### src/rtl/mc6809e_bus_ctrl_pkg.sv
// Shared definitions for the mc6809e bus controller.
//   arb_state_e : bus arbiter states (encodings fixed so a debugger can read them raw)
//   QTR_*       : E/Q quarter-phase indices
//   qtr_decode  : quarter index -> {E, Q} pin levels
package mc6809e_bus_ctrl_pkg;

    typedef enum logic [1:0] {
        ARB_IDLE      = 2'd0,
        ARB_HALT_WAIT = 2'd1,
        ARB_GRANTED   = 2'd2,
        ARB_RELEASE   = 2'd3
    } arb_state_e;

    // Quarter sequence: Q rises entering QTR_1, E rises entering QTR_2,
    // Q falls entering QTR_3, E falls entering QTR_0.
    localparam logic [1:0] QTR_0 = 2'd0;
    localparam logic [1:0] QTR_1 = 2'd1;
    localparam logic [1:0] QTR_2 = 2'd2;
    localparam logic [1:0] QTR_3 = 2'd3;

    // Returns {E, Q} for a quarter index.
    function automatic logic [1:0] qtr_decode(input logic [1:0] qtr);
        logic [1:0] eq;
        case (qtr)
            QTR_0:   eq = 2'b00;
            QTR_1:   eq = 2'b01;
            QTR_2:   eq = 2'b11;
            default: eq = 2'b10;
        endcase
        return eq;
    endfunction

endpackage

### src/rtl/mc6809e_clkgen.sv
// Quadrature E/Q clock generator for a 6809E.
//   clk_i          system clock
//   rst_ni         synchronous active-low reset
//   e_o, q_o       registered E and Q clocks (Q leads E by a quarter period)
//   e_rise_o       1-CLK pulse in the cycle E first reads 1
//   e_fall_o       1-CLK pulse in the cycle E first reads 0
//   e_fall_nxt_o   combinational: e_fall_o will be high after this clock edge
// E period is 4*QDIV system clocks.
module mc6809e_clkgen
    import mc6809e_bus_ctrl_pkg::*;
#(
    parameter int QDIV = 2
) (
    input  logic clk_i,
    input  logic rst_ni,
    output logic e_o,
    output logic q_o,
    output logic e_rise_o,
    output logic e_fall_o,
    output logic e_fall_nxt_o
);

    localparam int SW = (QDIV > 1) ? $clog2(QDIV) : 1;

    logic [SW-1:0] sub_q, sub_d;
    logic [1:0]    quarter_q, quarter_d;
    logic [1:0]    eq_d;
    logic          advance;
    logic          e_rise_d;
    logic          e_q, q_q, e_rise_q, e_fall_q;

    always_comb begin
        advance      = (sub_q == SW'(QDIV - 1));
        sub_d        = advance ? '0 : sub_q + 1'b1;
        quarter_d    = advance ? quarter_q + 2'd1 : quarter_q;
        eq_d         = qtr_decode(quarter_d);
        // Edge markers are computed from the transition about to happen so
        // they land in the same cycle as the E edge itself.
        e_rise_d     = advance && (quarter_q == QTR_1);
        e_fall_nxt_o = advance && (quarter_q == QTR_3);
    end

    always_ff @(posedge clk_i) begin
        if (!rst_ni) begin
            sub_q     <= '0;
            quarter_q <= QTR_0;
            e_q       <= 1'b0;
            q_q       <= 1'b0;
            e_rise_q  <= 1'b0;
            e_fall_q  <= 1'b0;
        end else begin
            sub_q     <= sub_d;
            quarter_q <= quarter_d;
            e_q       <= eq_d[1];
            q_q       <= eq_d[0];
            e_rise_q  <= e_rise_d;
            e_fall_q  <= e_fall_nxt_o;
        end
    end

    assign e_o      = e_q;
    assign q_o      = q_q;
    assign e_rise_o = e_rise_q;
    assign e_fall_o = e_fall_q;

endmodule

### src/rtl/mc6809e_bus_ctrl.sv
// Clock, reset and bus-ownership sequencer for one mc6809e CPU core.
//   CLK, nRESET        system clock, synchronous active-low reset
//   E, Q               6809E quadrature clocks
//   E_RISE, E_FALL     1-CLK markers of the E edges
//   CPU_nRESET         CPU reset, held low RESET_ECYC E cycles after nRESET rises
//   nHALT              CPU halt request (changes only in E_FALL cycles)
//   BA, BS             CPU bus-available / bus-status (sampled in E_RISE cycles)
//   DMA_REQ, DMA_GNT   external requester handshake
//
// Requester handshake: DMA_REQ is a level held high for as long as the
// requester wants the bus; DMA_GNT rises only after the CPU has confirmed
// halt (BA=BS=1) and stays high until the CLK after DMA_REQ drops. A
// request that drops before the grant is abandoned without a grant. After
// every request the CPU is un-halted and must drop BA before the next
// request is considered.
module mc6809e_bus_ctrl
    import mc6809e_bus_ctrl_pkg::*;
#(
    parameter int QDIV       = 2,
    parameter int RESET_ECYC = 16
) (
    input  logic CLK,
    input  logic nRESET,
    output logic E,
    output logic Q,
    output logic E_RISE,
    output logic E_FALL,
    output logic CPU_nRESET,
    output logic nHALT,
    input  logic BA,
    input  logic BS,
    input  logic DMA_REQ,
    output logic DMA_GNT
);

    localparam int CW = $clog2(RESET_ECYC + 1);

    logic          e_fall_nxt;
    logic [CW-1:0] rst_cnt_q, rst_cnt_d;
    logic          cpu_nreset_q, cpu_nreset_d;
    arb_state_e    state_q, state_d;
    logic          nhalt_q, nhalt_d;
    logic          gnt_q, gnt_d;

    mc6809e_clkgen #(
        .QDIV (QDIV)
    ) u_clkgen (
        .clk_i        (CLK),
        .rst_ni       (nRESET),
        .e_o          (E),
        .q_o          (Q),
        .e_rise_o     (E_RISE),
        .e_fall_o     (E_FALL),
        .e_fall_nxt_o (e_fall_nxt)
    );

    // Reset stretcher: counts E falling edges while the CPU is in reset.
    // The release is registered alongside the final E_FALL pulse, and the
    // counter freezes once CPU_nRESET is high.
    always_comb begin
        rst_cnt_d    = rst_cnt_q;
        cpu_nreset_d = cpu_nreset_q;
        if (!cpu_nreset_q && e_fall_nxt) begin
            rst_cnt_d = rst_cnt_q + 1'b1;
            if (rst_cnt_q == CW'(RESET_ECYC - 1)) begin
                cpu_nreset_d = 1'b1;
            end
        end
    end

    // Arbiter. nHALT moves only on the edge that also raises E_FALL, so the
    // CPU sees it change with E low. BA/BS are looked at in the cycle that
    // E_RISE is high, i.e. once E has been high for a full CLK.
    always_comb begin
        state_d = state_q;
        nhalt_d = nhalt_q;
        gnt_d   = 1'b0;
        case (state_q)
            ARB_IDLE: begin
                // cpu_nreset_d lets a request coincide with the reset release.
                if (e_fall_nxt && DMA_REQ && cpu_nreset_d) begin
                    state_d = ARB_HALT_WAIT;
                    nhalt_d = 1'b0;
                end
            end
            ARB_HALT_WAIT: begin
                if (!DMA_REQ) begin
                    state_d = ARB_RELEASE;
                end else if (E_RISE && BA && BS) begin
                    state_d = ARB_GRANTED;
                    gnt_d   = 1'b1;
                end
            end
            ARB_GRANTED: begin
                if (!DMA_REQ) begin
                    state_d = ARB_RELEASE;
                end else begin
                    gnt_d = 1'b1;
                end
            end
            ARB_RELEASE: begin
                if (e_fall_nxt) begin
                    nhalt_d = 1'b1;
                end
                if (E_RISE && !BA && nhalt_q) begin
                    state_d = ARB_IDLE;
                end
            end
            default: begin
                state_d = ARB_IDLE;
                nhalt_d = 1'b1;
            end
        endcase
    end

    always_ff @(posedge CLK) begin
        if (!nRESET) begin
            rst_cnt_q    <= '0;
            cpu_nreset_q <= 1'b0;
            state_q      <= ARB_IDLE;
            nhalt_q      <= 1'b1;
            gnt_q        <= 1'b0;
        end else begin
            rst_cnt_q    <= rst_cnt_d;
            cpu_nreset_q <= cpu_nreset_d;
            state_q      <= state_d;
            nhalt_q      <= nhalt_d;
            gnt_q        <= gnt_d;
        end
    end

    assign CPU_nRESET = cpu_nreset_q;
    assign nHALT      = nhalt_q;
    assign DMA_GNT    = gnt_q;

endmodule

### config.mk
export PLATFORM = sky130hd
export DESIGN_NAME = mc6809e_bus_ctrl
export DESIGN_NICKNAME = d
export VERILOG_FILES = /design/src/rtl/mc6809e_bus_ctrl_pkg.sv /design/src/rtl/mc6809e_clkgen.sv /design/src/rtl/mc6809e_bus_ctrl.sv
export SDC_FILE = /design/constraint.sdc
export NUM_CORES = 1
export LEC_CHECK = 0
export ABC_CLOCK_PERIOD_IN_PS = 1700
export CORE_MARGIN = 3
export CORE_UTILIZATION = 52
export DETAILED_ROUTE_END_ITERATION = 16
export PLACE_DENSITY_LB_ADDON = 0.25
export SLEW_MARGIN = 20
export SYNTH_ARGS = -nofsm -noshare
export SYNTH_HDL_FRONTEND = slang
export SYNTH_HIERARCHICAL = 1
export SYNTH_SLANG_ARGS = --single-unit
### constraint.sdc
create_clock -name CLK -period 1.7 [get_ports CLK]
set_input_delay 0.255 -clock CLK [delete_from_list [all_inputs] [get_ports CLK]]
set_output_delay 0.255 -clock CLK [all_outputs]
set_load 0.02 [all_outputs]
# [After elaboration in Yosys (flattened, before gate mapping)]
# Index checks and enable logic that the tools add are counted.
[totals] output_inout_bits=7 inputBits=5 elab_cells=62 register_bits=17
[op_classes] add_sub_neg=3 bitwise_logic=1 reduce_logical=17 n_mux=17 n_eq_ne=13
[op_table] op="two-way mux 2 bit" count=6
[op_table] op="logical AND 1 bit" count=9
[op_table] op="== test 2 bit (second input constant)" count=4
[op_table] op="!= test 2 bit (second input constant)" count=4
[op_table] op="case mux 2 bit (4 select lines)" count=1
[op_table] op="two-way mux 1 bit" count=7
[op_table] op="== test 2 x 1 -> 1 bit (second input constant)" count=3
[op_table] op="case mux 2 bit (3 select lines)" count=1
[op_table] op="adder 5 x 1 -> 5 bit (second input constant)" count=1
[op_table] op="== test 5 x 4 -> 1 bit (second input constant)" count=1
[op_table] op="logical NOT 2 bit" count=2
[op_table] op="case mux 1 bit (2 select lines)" count=2
[op_table] op="AND reduction 4 bit" count=1
[op_table] op="!= test 3 bit (second input constant)" count=1
[op_table] op="AND reduction 3 bit" count=1
[op_table] op="adder 2 x 1 -> 2 bit (second input constant)" count=1
[op_table] op="logical NOT 1 bit" count=2
[op_table] op="nonzero test 2 bit" count=1
[op_table] op="OR reduction 2 bit" count=1
[op_table] op="adder 1 bit (second input constant)" count=1
[op_table] op="NOT 1 bit" count=1

# [Depth between registers and ports, before layout]
[depth] depth_word=7 depth_mapped=7

# [Hierarchy]
# The synthesis kept the hierarchy.
[modules_own_cells] module="mc6809e_bus_ctrl" seq_area_each_um2=200.2 instances=1 cells_each=60 area_per_inst_um2=578.1
[modules_own_cells] module="mc6809e_clkgen" seq_area_each_um2=140.1 instances=1 cells_each=25 area_per_inst_um2=279.0

# [Least setup slack after synthesis]
# OpenSTA, ideal clock, no wires.
[synth_timing] kind="register to register" start="register rst_cnt_q[0]" end="register state_q[0]" setup_time_ns=0.072 required_ns=1.628 stages_incl_launch_ff=8 n_path_buf=0 t_arrival_ns=1.422 setup_slack_ns=0.207 period_less_slack_ns=1.493 path_cell_list="dfxtp_1 > ha_1 > and3_1 > ha_1 > o211ai_1 > nand2_1 > nand4_1 > mux2i_1"
[synth_between] elab_chain_len=6
[synth_rtl] item="start: declaration" line="mc6809e_bus_ctrl.sv:39" text="logic [CW-1:0] rst_cnt_q, rst_cnt_d;"
[synth_rtl] item="start signal: assignment" line="mc6809e_bus_ctrl.sv:124" text="rst_cnt_q <= rst_cnt_d;"
[synth_rtl] item="== test 5 x 4 -> 1 bit" line="mc6809e_bus_ctrl.sv:65" text="if (rst_cnt_q == CW'(RESET_ECYC - 1)) begin"
[synth_rtl] item="two-way mux 1 bit" line="mc6809e_bus_ctrl.sv:65"
[synth_rtl] item="two-way mux 1 bit" line="mc6809e_bus_ctrl.sv:63" text="if (!cpu_nreset_q && e_fall_nxt) begin"
[synth_rtl] item="logical AND 1 bit" line="mc6809e_bus_ctrl.sv:81" text="if (e_fall_nxt && DMA_REQ && cpu_nreset_d) begin"
[synth_rtl] item="!= test 2 bit (no line)"
[synth_rtl] item="AND reduction 4 bit (no line)"
[synth_rtl] item="end signal: assignment" line="mc6809e_bus_ctrl.sv:126" text="state_q <= state_d;"
[synth_rtl] item="end: declaration" line="mc6809e_bus_ctrl.sv:41" text="arb_state_e state_q, state_d;"
# Every way passes these cells.
# A chain may end at the register's enable or synchronous reset.

# [Worst setup path in the final report]
[layout_timing] start="register u_clkgen.e_rise_q, in the netlist u_clkgen/e_rise_o" end="output E_RISE"
[layout_lines] item="start: declaration" line="mc6809e_clkgen.sv:30" text="logic e_q, q_q, e_rise_q, e_fall_q;"
[layout_lines] item="start signal: assignment" line="mc6809e_clkgen.sv:56" text="e_rise_q <= e_rise_d;"
[layout_lines] item="end: declaration" line="mc6809e_bus_ctrl.sv:26" text="output logic E_RISE,"
# No word-level cell between the ends.

==> results.md <==
- The most used flip-flop cell after synthesis is dfxtp_1.
- The slowest stage of the critical path is the clkdlybuf4s50_1 cell.
- The full die area is 2170 µm².
- The total non-filler cell area in the finished layout is ~1000 µm².
- From synthesis to final layout, the design area changed by 21.5%.
- The static leakage is 0.465 nW.
- The I/O pin count is 12.
- The layout net count is 116.
- The detailed-route wire length per cell is 12.1 µm.
- The synthesized cell area is around 860 µm².
- The weighted congestion at the end of routability-driven global placement is 0.792.
- The number of nets handed over by synthesis was 100.
- The die is 46.6 µm wide.
- Entering global routing, the biggest net connects 14 pins.
- The first global-routing pass estimated 2.34 mm of wire.
- 0 antenna diodes ended up in the layout.
- For the final database, setup skew stands at approximately 4.9 ps.
- The post-placement cell area is 986 µm².
- Setup repair after global routing left no endpoint under its margin.
- The highest fanout seen on the critical path is 4.
- The number of antenna violations at the first check in global routing is 0.
- Counting along the longest clock path gives a buffer depth of 2.
- The signal arrival time at the worst endpoint is 1330 ps.
- In this run the number of H-tree levels came out at 1.
- Across the VDD grid, the largest voltage drop is 0.000568 V.
- The highest clock frequency the design can meet is 633 MHz.
- The count of flip-flops with a built-in enable after synthesis is 0.
- After legalization and detailed placement, the total HPWL measured between 1 and 1.5 mm.
- The number of buffers added for setup after CTS is 0.
- The number of global-route vias before repair was 559.
- The TritonCTS clock tree is done.
- The row count is 14.
- The count of cells resized by post-cts repair is 0.
- For this run, the register share of the synthesized area comes to 0.397.
- The clock-pin transition on the worst setup and hold timing paths is 110 ps.
- The smallest clock period supported by the final layout is computed as 1580 ps.
- The number of nets with antenna violations after detailed routing is 0.
- The initial utilization of the core area, before any placement, comes to 0.562.
- The total clock buffers created by CTS is 3.
- The detailed router placed 611 vias in this run.
- In this run the worst hold path is classified as register to register.
- For the final routed database, the setup TNS stands at 0 ps.
- The type of destination of the critical path is a primary output.
- In this design, the stage delay of the slowest critical-path cell is about 630 ps.
- The all-layer global routing usage is 0.152.
- The max-cap check violation count is 0.
- During placement, the flow inserted port buffers numbering 11.
- The clock latency reported for the late side of the worst-skew pair is a little under 300 ps.
- Yosys printed 6 warnings.
- After global routing the overflow that remains totals 0.
- The iteration-0 DRC count of the detailed router is 8.
- After clock tree synthesis, the flow added hold-fix buffers numbering 0.
- Synthesis produced 85 cells.
- For this design the ratio of total power to cell area is 731 nW/µm².
- The flow ran to the end, and the final reports show no timing, DRC or antenna violations.
- The final number of setup-violating endpoints is 0.
- The average size of a mapped cell is 10.1 µm².
- The max-slew headroom at the worst pin is 0.722.
- The critical path goes through clkdlybuf4s50_1.
- After detailed routing, the number of remaining DRC violations is 0.
- The class of the most critical setup path is register to primary output.
- The library cell used as clock root buffer is clkbuf_4.
- The number of different library cells used by synthesis comes to 30.
- The placeable core area is 1520 µm².
- The combined buffer and inverter count along the critical path is 1.
- The sink count of the clock tree is 17.
- The max-slew violation total from the final report is 0.
- The die height is 46.6 µm.
- Using the TritonRoute via totals, the vias-per-cell ratio works out to 5.27.
- The first TritonRoute pass finished after 4 iterations.
- At the worst endpoint, the required time is 1440 ps.
- The final clock period utilization by the worst path is 0.930.
- Summed over all layers, the routed wires come to 1.41 mm.
- In this design, the largest share of critical-path delay is due to buffers and inverters.
- Of the cells placed in the final design, the portion with a size suffix greater than 1 is 0.130.
- After synthesis, the share of flip-flops with an asynchronous set or reset is 0.
- The slew of the pin with the lowest slew margin is 416 ps.
- The worst setup path is launched from a register.
- The number of endpoints with negative hold slack in the final report is 0.
- The number of storage elements in the synthesis netlist is 17.
- The total of fill cells in the finished design is ~130.
## sequential cells by signal, summed over array words and instances (netlist names)
register and cells:
u_clkgen/q_o 1, u_clkgen/e_rise_o 1, CPU_nRESET 1, DMA_GNT 1, rst_cnt_q 5, u_clkgen/quarter_q 2, u_clkgen/advance 1, u_clkgen/e_fall_o 1
nHALT 1, state_q 2, u_clkgen/e_o 1
## layout make-up
class | instances | area, µm² | area share
multi-input cells | 62 | 505 | 0.486
flip-flops and latches | 17 | 345 | 0.332
repair buffers | 13 | 128 | 0.123
clock buffers | 3 | 22.5 | 0.0216
well taps | 16 | 20.0 | 0.0192
inverters | 4 | 15.0 | 0.0144
clock inverters | 1 | 5.00 | 0.00481
## through the flow
step | instances | hold WS, ps | power, mW | util | worst slack [ps]
after floorplan | 85 | 380 | 0.508 | - | 207
after global placement | 112 | 483 | 0.552 | 0.647 | 153
after detailed placement | 112 | 490 | 0.554 | 0.647 | 105
after CTS | 116 | 516 | 0.766 | 0.665 | 29.6
after global routing | 116 | 562 | 0.801 | 0.683 | 3.57
final | 116 | 510 | 0.761 | 0.683 | 120
## path summary, 6_finish.rpt
kind,from,endpoint,slack (ps),cells after the start
worst min register to register,rst_cnt_q[4]$_SDFFE_PN0N_,rst_cnt_q[4]$_SDFFE_PN0N_,510,1
worst max-delay path,u_clkgen/e_rise_o$_SDFF_PN0_,E_RISE,120,1
worst min-delay path,rst_cnt_q[4]$_SDFFE_PN0N_,rst_cnt_q[4]$_SDFFE_PN0N_,510,1
worst max register to register,rst_cnt_q[0]$_SDFFE_PN0N_,state_q[0]$_SDFFE_PN0P_,130,7
## worst register-to-register path, cell delays in order, from the launching register on
cell      delay, ps
dfxtp_4         380
ha_4            160
and3_4          170
ha_2            190
o211ai_1        170
nand2_1          90
nand4_1         130
mux2i_1         200
## power by group
group,switching [mW],internal [mW]
Combinational,0.0530,0.0567
Clock,0.130,0.0872
Sequential,0.0179,0.415
Total,0.201,0.559
## cells in the final DEF (no fill, tap or decap), drive strengths merged, types with 2 or more instances in the layout
cell	synthesis	final
ha	10	10
nand3	2	2
buf	1	2
clkbuf	1	3
nor2b	5	5
mux2i	3	3
a21oi	3	3
nor3b	2	2
o21ai	3	3
clkdlybuf4s50	0	10
nand4	2	2
dfxtp	17	17
and3	3	3
inv	4	4
nand2	9	9
xnor2	3	3
and2	4	4
nand3b	2	2
## metal layers
metal  vias to the layer above  part of all wire  global-route usage
met5                         -                 0                   0
met3                         2             0.030              0.0234
met1                       277              0.47               0.191
met4                         0             0.011              0.0682
li1                        321                 -                   -
met2                        11              0.49               0.253
## cell usage after synthesis (all sizes together), types with 3 or more instances
| cell | instances | share of area |
|---|---|---|
| and3 | 3 | 0.022 |
| a21oi | 3 | 0.018 |
| nor2b | 5 | 0.045 |
| nand2 | 9 | 0.039 |
| inv | 4 | 0.018 |
| o21ai | 3 | 0.018 |
| xnor2 | 3 | 0.031 |
| mux2i | 3 | 0.035 |
| and2 | 4 | 0.029 |
| ha | 10 | 0.15 |
| dfxtp | 17 | 0.40 |
## kinds of logic after synthesis
group	count (synthesis)	synth area share
adder cells (fa/ha/maj)	10	0.146
AO/OA/AOI/OAI	12	0.0949
multiplexers	3	0.0350
AND/OR/NAND/NOR	33	0.250
buffers and inverters	6	0.0365
XOR/XNOR	4	0.0409
flip-flops	17	0.397
(Power assumes the default switching activity.)
